`src/rtl/uart_pkg.sv`:
```
// Shared definitions for the UART transmit-side buffer: default widths/depths
// and the feeder state encoding.
package uart_pkg;

    localparam int UART_DATA_WIDTH = 8;
    localparam int UART_FIFO_DEPTH = 16;

    typedef enum logic [1:0] {
        IDLE      = 2'b00,
        WAIT_ACK  = 2'b01,
        WAIT_DONE = 2'b10
    } feed_state_t;

endpackage

```
`src/rtl/uart_sync_fifo.sv`:
```
// Single-clock FIFO with registered occupancy flags and a write-drop detect.
// The read port is combinational; the consumer registers the word on pop.
module uart_sync_fifo
    import uart_pkg::*;
#(
    parameter int DATA_WIDTH = UART_DATA_WIDTH,
    parameter int FIFO_DEPTH = UART_FIFO_DEPTH,
    localparam int ADDR_WIDTH = $clog2(FIFO_DEPTH)
) (
    input  logic                  clk,
    input  logic                  rst,
    input  logic [DATA_WIDTH-1:0] wr_data,
    input  logic                  wr_en,
    input  logic                  rd_en,
    output logic [DATA_WIDTH-1:0] rd_data,
    output logic                  full,
    output logic                  empty,
    output logic [ADDR_WIDTH:0]   count,
    output logic                  overflow
);

    localparam int CNT_WIDTH = ADDR_WIDTH + 1;

    if (FIFO_DEPTH < 2 || (FIFO_DEPTH & (FIFO_DEPTH - 1)) != 0) begin : g_bad_depth
        $error("uart_sync_fifo: FIFO_DEPTH must be a power of 2 and at least 2");
    end

    logic [DATA_WIDTH-1:0] mem [FIFO_DEPTH];
    logic [ADDR_WIDTH-1:0] wr_ptr;
    logic [ADDR_WIDTH-1:0] rd_ptr;
    logic [CNT_WIDTH-1:0]  count_next;
    logic                  wr_accept;
    logic                  rd_accept;

    // A full FIFO drops the write even when a pop frees a slot in the same cycle.
    assign wr_accept = wr_en && !full;
    assign rd_accept = rd_en && !empty;
    assign overflow  = wr_en && full;
    assign rd_data   = mem[rd_ptr];

    always_comb begin
        count_next = count;
        case ({wr_accept, rd_accept})
            2'b10:   count_next = count + CNT_WIDTH'(1);
            2'b01:   count_next = count - CNT_WIDTH'(1);
            default: count_next = count;
        endcase
    end

    always_ff @(posedge clk) begin
        if (wr_accept) begin
            mem[wr_ptr] <= wr_data;
        end
    end

    always_ff @(posedge clk or posedge rst) begin
        if (rst) begin
            wr_ptr <= '0;
            rd_ptr <= '0;
            count  <= '0;
            full   <= 1'b0;
            empty  <= 1'b1;
        end else begin
            if (wr_accept) begin
                wr_ptr <= wr_ptr + ADDR_WIDTH'(1);
            end
            if (rd_accept) begin
                rd_ptr <= rd_ptr + ADDR_WIDTH'(1);
            end
            count <= count_next;
            full  <= (count_next == CNT_WIDTH'(FIFO_DEPTH));
            empty <= (count_next == '0);
        end
    end

endmodule

```
`src/rtl/uart_tx_fifo.sv`:
```
// Transmit buffer and feeder: queues host bytes and hands them to the UART
// transmitter one at a time over its enable/busy handshake.
module uart_tx_fifo
    import uart_pkg::*;
#(
    parameter int DATA_WIDTH  = UART_DATA_WIDTH,
    parameter int FIFO_DEPTH  = UART_FIFO_DEPTH,
    parameter int ACK_TIMEOUT = 15,
    localparam int ADDR_WIDTH = $clog2(FIFO_DEPTH)
) (
    input  logic                  clk,
    input  logic                  rst,
    input  logic [DATA_WIDTH-1:0] i_wr_data,
    input  logic                  i_wr_en,
    output logic                  o_full,
    output logic                  o_empty,
    output logic [ADDR_WIDTH:0]   o_count,
    output logic                  o_overflow,
    output logic                  o_ack_err,
    input  logic                  i_clr_err,
    output logic [DATA_WIDTH-1:0] o_tx_data,
    output logic                  o_tx_enable,
    input  logic                  i_tx_busy
);

    localparam int TMO_WIDTH = $clog2(ACK_TIMEOUT + 1);

    feed_state_t           state;
    logic [TMO_WIDTH-1:0]  tmo_cnt;
    logic [DATA_WIDTH-1:0] fifo_rd_data;
    logic                  fifo_overflow;
    logic                  issue;
    logic                  ack_timeout_hit;

    uart_sync_fifo #(
        .DATA_WIDTH (DATA_WIDTH),
        .FIFO_DEPTH (FIFO_DEPTH)
    ) u_fifo (
        .clk      (clk),
        .rst      (rst),
        .wr_data  (i_wr_data),
        .wr_en    (i_wr_en),
        .rd_en    (issue),
        .rd_data  (fifo_rd_data),
        .full     (o_full),
        .empty    (o_empty),
        .count    (o_count),
        .overflow (fifo_overflow)
    );

    // Pop and issue are the same event; only one byte is ever outstanding.
    assign issue = (state == IDLE) && !o_empty && !i_tx_busy;
    assign ack_timeout_hit = (state == WAIT_ACK) && !i_tx_busy &&
                             ((tmo_cnt + TMO_WIDTH'(1)) == TMO_WIDTH'(ACK_TIMEOUT));

    always_ff @(posedge clk or posedge rst) begin
        if (rst) begin
            state       <= IDLE;
            tmo_cnt     <= '0;
            o_tx_enable <= 1'b0;
            o_tx_data   <= '0;
        end else begin
            o_tx_enable <= 1'b0;
            case (state)
                IDLE: begin
                    if (issue) begin
                        o_tx_data   <= fifo_rd_data;
                        o_tx_enable <= 1'b1;
                        tmo_cnt     <= '0;
                        state       <= WAIT_ACK;
                    end
                end
                WAIT_ACK: begin
                    // A byte that is never acknowledged is dropped, not retried.
                    if (i_tx_busy) begin
                        state <= WAIT_DONE;
                    end else if (ack_timeout_hit) begin
                        state <= IDLE;
                    end else begin
                        tmo_cnt <= tmo_cnt + TMO_WIDTH'(1);
                    end
                end
                WAIT_DONE: begin
                    if (!i_tx_busy) begin
                        state <= IDLE;
                    end
                end
                default: state <= IDLE;
            endcase
        end
    end

    // A new error event in the same cycle as a clear leaves the flag set.
    always_ff @(posedge clk or posedge rst) begin
        if (rst) begin
            o_overflow <= 1'b0;
            o_ack_err  <= 1'b0;
        end else begin
            if (fifo_overflow) begin
                o_overflow <= 1'b1;
            end else if (i_clr_err) begin
                o_overflow <= 1'b0;
            end
            if (ack_timeout_hit) begin
                o_ack_err <= 1'b1;
            end else if (i_clr_err) begin
                o_ack_err <= 1'b0;
            end
        end
    end

endmodule

```
`config.mk`:
```
export PLATFORM = sky130hd
export DESIGN_NAME = uart_tx_fifo
export DESIGN_NICKNAME = d
export VERILOG_FILES = /design/src/rtl/uart_pkg.sv /design/src/rtl/uart_sync_fifo.sv /design/src/rtl/uart_tx_fifo.sv
export SDC_FILE = /design/constraint.sdc
export NUM_CORES = 1
export LEC_CHECK = 0
export CAP_MARGIN = 10
export CORE_UTILIZATION = 54
export DETAILED_ROUTE_END_ITERATION = 10
export GPL_ROUTABILITY_DRIVEN = 0
export MAX_ROUTING_LAYER = met4
export PLACE_DENSITY_LB_ADDON = 0.05
export SKIP_CTS_REPAIR_TIMING = 1
export SLEW_MARGIN = 40
export SYNTH_ARGS = -nofsm -noshare
export SYNTH_HDL_FRONTEND = slang
export SYNTH_SLANG_ARGS = --single-unit
export TNS_END_PERCENT = 50
```
`constraint.sdc`:
```
create_clock -name clk -period 3.62 [get_ports clk]
set_input_delay 0.905 -clock clk [delete_from_list [all_inputs] [get_ports clk]]
set_output_delay 0.905 -clock clk [all_outputs]
set_load 0.01 [all_outputs]
```
==> results of run 1 <==
layout make-up:
cell class                      instances  area (µm²)  share of cell area
Sequential cell                       160        4650               0.604
Tap cell                              143         179              0.0233
Clock inverter                         13         169              0.0220
Clock buffer                           19         433              0.0563
Multi-Input combinational cell        176        1730               0.225
Inverter                               15        68.8             0.00895
Timing Repair Buffer                   52         465              0.0605
kinds of logic (layout without fill, tap and decap cells):
| group | Yosys count | after routing | synth area share |
|---|---|---|---|
| DFF | 160 | 160 | 0.713 |
| and+or+nand+nor | 66 | 66 | 0.0501 |
| muxes | 49 | 49 | 0.137 |
| AOI/OAI and AO/OA | 37 | 37 | 0.0386 |
| buffers and inverters | 32 | 99 | 0.0221 |
| xor gates and xnor gates | 15 | 15 | 0.0223 |
| adders and majority gates | 9 | 9 | 0.0173 |
placed cells by master (no fill, tap or decap), drive strengths merged, types with 2 or more instances in the layout:
master and count:
mux2i 16, inv 14, nand2 17, a21oi 11
clkinvlp 2, clkdlybuf4s50 30, o22ai 3, edfxtp 128
buf 22, nor3 6, mux4 32, ha 9
nor2b 2, clkbuf 19, xor2 2, nor2 24
bufinv 4, nand3 4, dfrtp 31, o21ai 13
nand2b 3, xnor2 12, clkinv 8, nand4 2
nor3b 2
through the flow:
stage | setup WS [ps] | total power [mW] | utilization
after floorplan | 576 | 3.82 | -
after global placement | 142 | 4.41 | 0.610
after detailed placement | 59.9 | 4.45 | 0.610
after CTS | 493 | 6.27 | 0.662
after global routing | 379 | 6.52 | 0.662
final | 475 | 6.21 | 0.662
layer usage:
layer / global-route usage / routed length, µm
met1: 0.305 / 5490
met2: 0.354 / 6300
met3: 0.0572 / 464
met4: 0.0811 / 199
met5: - / 0
worst paths after layout:
| check | start | end | slack [ps] | cells after the start |
|---|---|---|---|---|
| setup / recovery | i_tx_busy | u_fifo.full | 470 | 11 |
| hold / removal | o_tx_data[0] | o_tx_data[0] | 500 | 2 |
| setup reg to reg | state[0] | u_fifo.full | 940 | 10 |
| hold reg to reg | o_tx_data[0] | o_tx_data[0] | 500 | 2 |
| max in group asynchronous | rst | u_fifo.empty | 2250 | 3 |
| min in group asynchronous | rst | tmo_cnt[0] | 800 | 2 |
sequential cells by signal, indices dropped and copies added, names as in the netlist:
signal         flops
u_fifo.wr_ptr      4
o_ack_err          1
u_fifo.empty       1
o_tx_enable        1
state              2
u_fifo.rd_ptr      4
u_fifo.count       5
u_fifo.full        1
u_fifo.mem       128
o_tx_data          8
tmo_cnt            4
o_overflow         1
worst min-delay path, stage by stage (launching register included):
cell,delay [ps]
dfrtp_1,340
a21oi_1,60
o21ai_0,60
report_power, final:
group          internal (mW)  total, mW  switching (mW)
clock                   1.14       1.81           0.675
sequential              2.30       2.63           0.329
combinational          0.912       1.76           0.849
total                   4.35       6.21            1.85
==> results.toml, run 1 <==
[run_status]
violations = "DRC"
status = "finished, violations left"

[logic_synthesis]
async_flop_share = 0.200
synth-edff-count = 128
synth_top_area_cell = "edfxtp_1"
seq_area_frac_synth = 0.713
syn-cell-area_um2 = 6520
synth.area.top_cells = "edfxtp_1 59%, dfrtp_1 12%, mux4_2 11%"
yosys.area.top_type_share = 0.590
syn_inst = 368
synth_most_common_cell = "edfxtp_1"
syn_avg_cell_area_um2 = 17.7
synth_warnings = 0
synth_cell_types = 45
ys.flop_type = "edfxtp_1"
synth_commonest_cells = "128 x edfxtp_1, 32 x mux4_2, 31 x dfrtp_1, 23 x nor2_1"
ys_ff_latch = 160
syn_nets = 390

[clock_network]
cts.htree.levels = 4
clk_latency_ps = 420
clock_path_buffers = 2
cts.clk_slew.worst_paths_ps = 60
cts_inserted_buffers = 17
cts_root_buf = "clkbuf_16"
cts_sinks = 160
cts_tree = "yes"

[route]
dr_total_vias = 3369
postRouteAntennaNets = 0
via_per_inst = 5.83
wire_per_inst_um = 21.6
first_pass_iters = 7
drcViolationCount = 5
wl_um = 12500
dr.first_iter.drc_count = 207

[timing]
period_share = 0.869
period_needed_ps = 3150
slew_viol_final = 0
hold_violations = 0
whs_ps = 501
tightestPinTransition_ps = 851
max_freq_mhz = 318
finalSetupViolations = 0
slew_headroom = 0.432
rsz0062_at_grt = "no"
clock_skew_ps = 4.31
tns_ps = 0

[worst_setup_path]
critPathCaptureType = "flip-flop"
crit_required_ps = 3960
cp.arrival_ps = 3490
crit_slowest_cell = "or4_4"
path_cells = "clkdlybuf4s50_1 > or4_4 > clkinv_8 > nand2_4 > xnor2_1 > ha_1 > nor3b_1 > o211ai_1 > a211oi_2 > xor2_1 > nor3b_1"
critPathTopFamily = "simple AND/OR/NAND/NOR gates"
cp_max_fo = 8
slowest_delay_ps = 560
cp_common_cell = "nor3b_1"
crit_type = "in -> reg"
path_buf_inv = 2
cp-start-kind = "input pin"

[die]
die_area_um2 = 12500
die_h_um = 112
start_util = 0.561
core-area_um2 = 11600
num_rows = 39
die_x_um = 112
num_io_pins = 31

[grt]
antenna_found_initial = 0
overflow = 0
grt_usage = 0.231
first_global_vias = 3509
grt_max_degree = 22
grt_pass1_wl_um = 19800

[layout]
stdcell_count = 578
n_fill_cell = 794
final_area_um2 = 7690
layout-drive-gt1-share = 0.216
nets = 444
n_antenna_cell = 0
syn_to_final_growth_pct = 18.0

[placed_design]
place_inst = 546
placed_area_um2 = 7090
hpwl_um = 8020
port-buffer-count = 30

[power_and_ir_drop]
power_leakage_nw = 2.70
peakVddDrop_mv = 0.392
power_density_nw_per_um2 = 807

[hold_path]
hold_class = "reg -> reg"

[flow_run]
cap_violations = 0
Power figures use the tool's default switching activity.
==> inputs of run 2 (changes only) <==
- CAP_MARGIN: 10 -> not set
- PLACE_DENSITY: not set -> 0.73
- PLACE_DENSITY_LB_ADDON: 0.05 -> not set
==> run 2 against run 1 <==
  * Largest power group unchanged
  * The run still ends with DRC left
  * Critical path type unchanged
  * Non-clock buffer count stayed put
  * Routed wire length is 3.3% lower
  * Global-route usage is 0.90 points lower
  * Combinational power is 6% higher
  * Power is 2.4% lower
  * Hold slack better by 4.8 ps
  * Clock power is 9% lower
  * Count of clock-buffer cells in the layout is 2 higher
  * Register-to-register slack hardly changed
==> results.toml, run 2 (synthesized netlist as in run 1, its figures left out) <==
[die]
core-area_um2 = 11600
num_io_pins = 31
num_rows = 39
die_area_um2 = 12500
die_h_um = 112
die_x_um = 112
start_util = 0.561

[layout]
syn_to_final_growth_pct = 17.4
layout_common_cells = "128 x edfxtp_1, 32 x mux4_2, 30 x clkdlybuf4s50_1"
final_common_cell = "edfxtp_1"
n_antenna_cell = 0
top_regs = "u_fifo.mem: 128 flops, o_tx_data: 8 flops, u_fifo.count: 5 flops"
nets = 444
stdcell_count = 578
largest_reg_flops = 128
n_fill_cell = 775
top_register = "u_fifo.mem"
layout-drive-gt1-share = 0.218

[run_status]
violations = "DRC"
status = "finished, violations left"

[timing]
hold_violations = 0
rsz0062_at_grt = "no"
slew_viol_final = 0
tightestPinTransition_ps = 674
tns_ps = 0
finalSetupViolations = 0
period_needed_ps = 3120
clock_skew_ps = 6.79
slew_headroom = 0.549
max_freq_mhz = 321
period_share = 0.862

[flow_run]
cap_violations = 0

[grt]
grt_usage = 0.222
grt_pass1_wl_um = 19100
antenna_found_initial = 0
overflow = 0
first_global_vias = 3545
grt_max_degree = 36

[power_and_ir_drop]
power_density_nw_per_um2 = 791
peakVddDrop_mv = 0.470
power_leakage_nw = 2.67

[clock_network]
clk_latency_ps = 430
cts.clk_slew.worst_paths_ps = 60
cts_tree = "yes"
cts_root_buf = "clkbuf_16"
cts_inserted_buffers = 17
clock_path_buffers = 2
cts_sinks = 160
cts.htree.levels = 4

[placed_design]
place_inst = 546
hpwl_um = 7890
port-buffer-count = 30

[worst_setup_path]
cp.arrival_ps = 3460
critPathCaptureType = "flip-flop"
cp_max_fo = 8
crit_required_ps = 3960
cp-start-kind = "input pin"
crit_type = "in -> reg"

[hold_path]
hold_class = "reg -> reg"

[route]
wire_per_inst_um = 20.8
first_pass_iters = 11
via_per_inst = 5.79
dr_total_vias = 3349
postRouteAntennaNets = 0
wl_um = 12100
dr.first_iter.drc_count = 258
drcViolationCount = 4
## run 2: cell count changes in the layout (fill, tap and decap cells not counted), sizes merged
cell,previous run,this run
bufinv,4,1
clkbuf,19,21
clkinv,8,5
clkinvlp,2,3
inv,14,17
## run 2: metrics by stage
step	area [µm²]	utilization	setup slack, ps	hold WS (ps)	total power, mW
after global placement	7100	0.611	168	495	4.41
after detailed placement	7100	0.612	42.0	491	4.47
after floorplan	6520	-	576	477	3.82
final	7650	0.659	501	506	6.05
after global routing	7650	0.659	328	559	6.34
after CTS	7650	0.659	504	503	6.11
## run 2: layer usage
| layer | track usage | routed length, µm | vias up |
|---|---|---|---|
| li1 | - | - | 1532 |
| met1 | 0.276 | 5160 | 1700 |
| met2 | 0.349 | 6070 | 100 |
| met3 | 0.0615 | 654 | 17 |
| met4 | 0.0883 | 176 | 0 |
| met5 | - | 0 | - |
## run 2: layout make-up
type                       instances  area (µm²)  share of cell area
inverter                          15        68.8             0.00900
timing repair buffer              52         478              0.0625
tap                              143         179              0.0234
clock inverter                    11         108              0.0141
clock buffer                      21         440              0.0576
multi-input combinational        176        1730               0.226
sequential                       160        4650               0.608
## run 2: path summary, 6_finish.rpt
check                                   end          from  slack [ps]  cells after the start
max                             u_fifo.full     i_tx_busy         500                     11
min                            o_tx_data[5]  o_tx_data[5]         510                      2
max reg2reg                     u_fifo.full      state[0]         950                     10
min reg2reg                    o_tx_data[5]  o_tx_data[5]         510                      2
max in group asynchronous  u_fifo.rd_ptr[3]           rst        2250                      3
min in group asynchronous   u_fifo.count[4]           rst         820                      2
## run 2: power breakdown
part	leakage [nW]	switching [mW]	internal, mW	total, mW
clock network	0.258	0.703	0.951	1.65
registers	1.55	0.239	2.30	2.54
logic	0.862	0.930	0.929	1.86
## run 2: critical path, stage by stage
cell             delay (ps)
clkdlybuf4s50_1         430
or4_4                   540
clkinv_8                 90
nand2_4                  70
xnor2_1                 130
ha_1                    230
nor3b_1                 210
o211ai_1                140
a211oi_2                270
xor2_1                  240
nor3b_1                 200
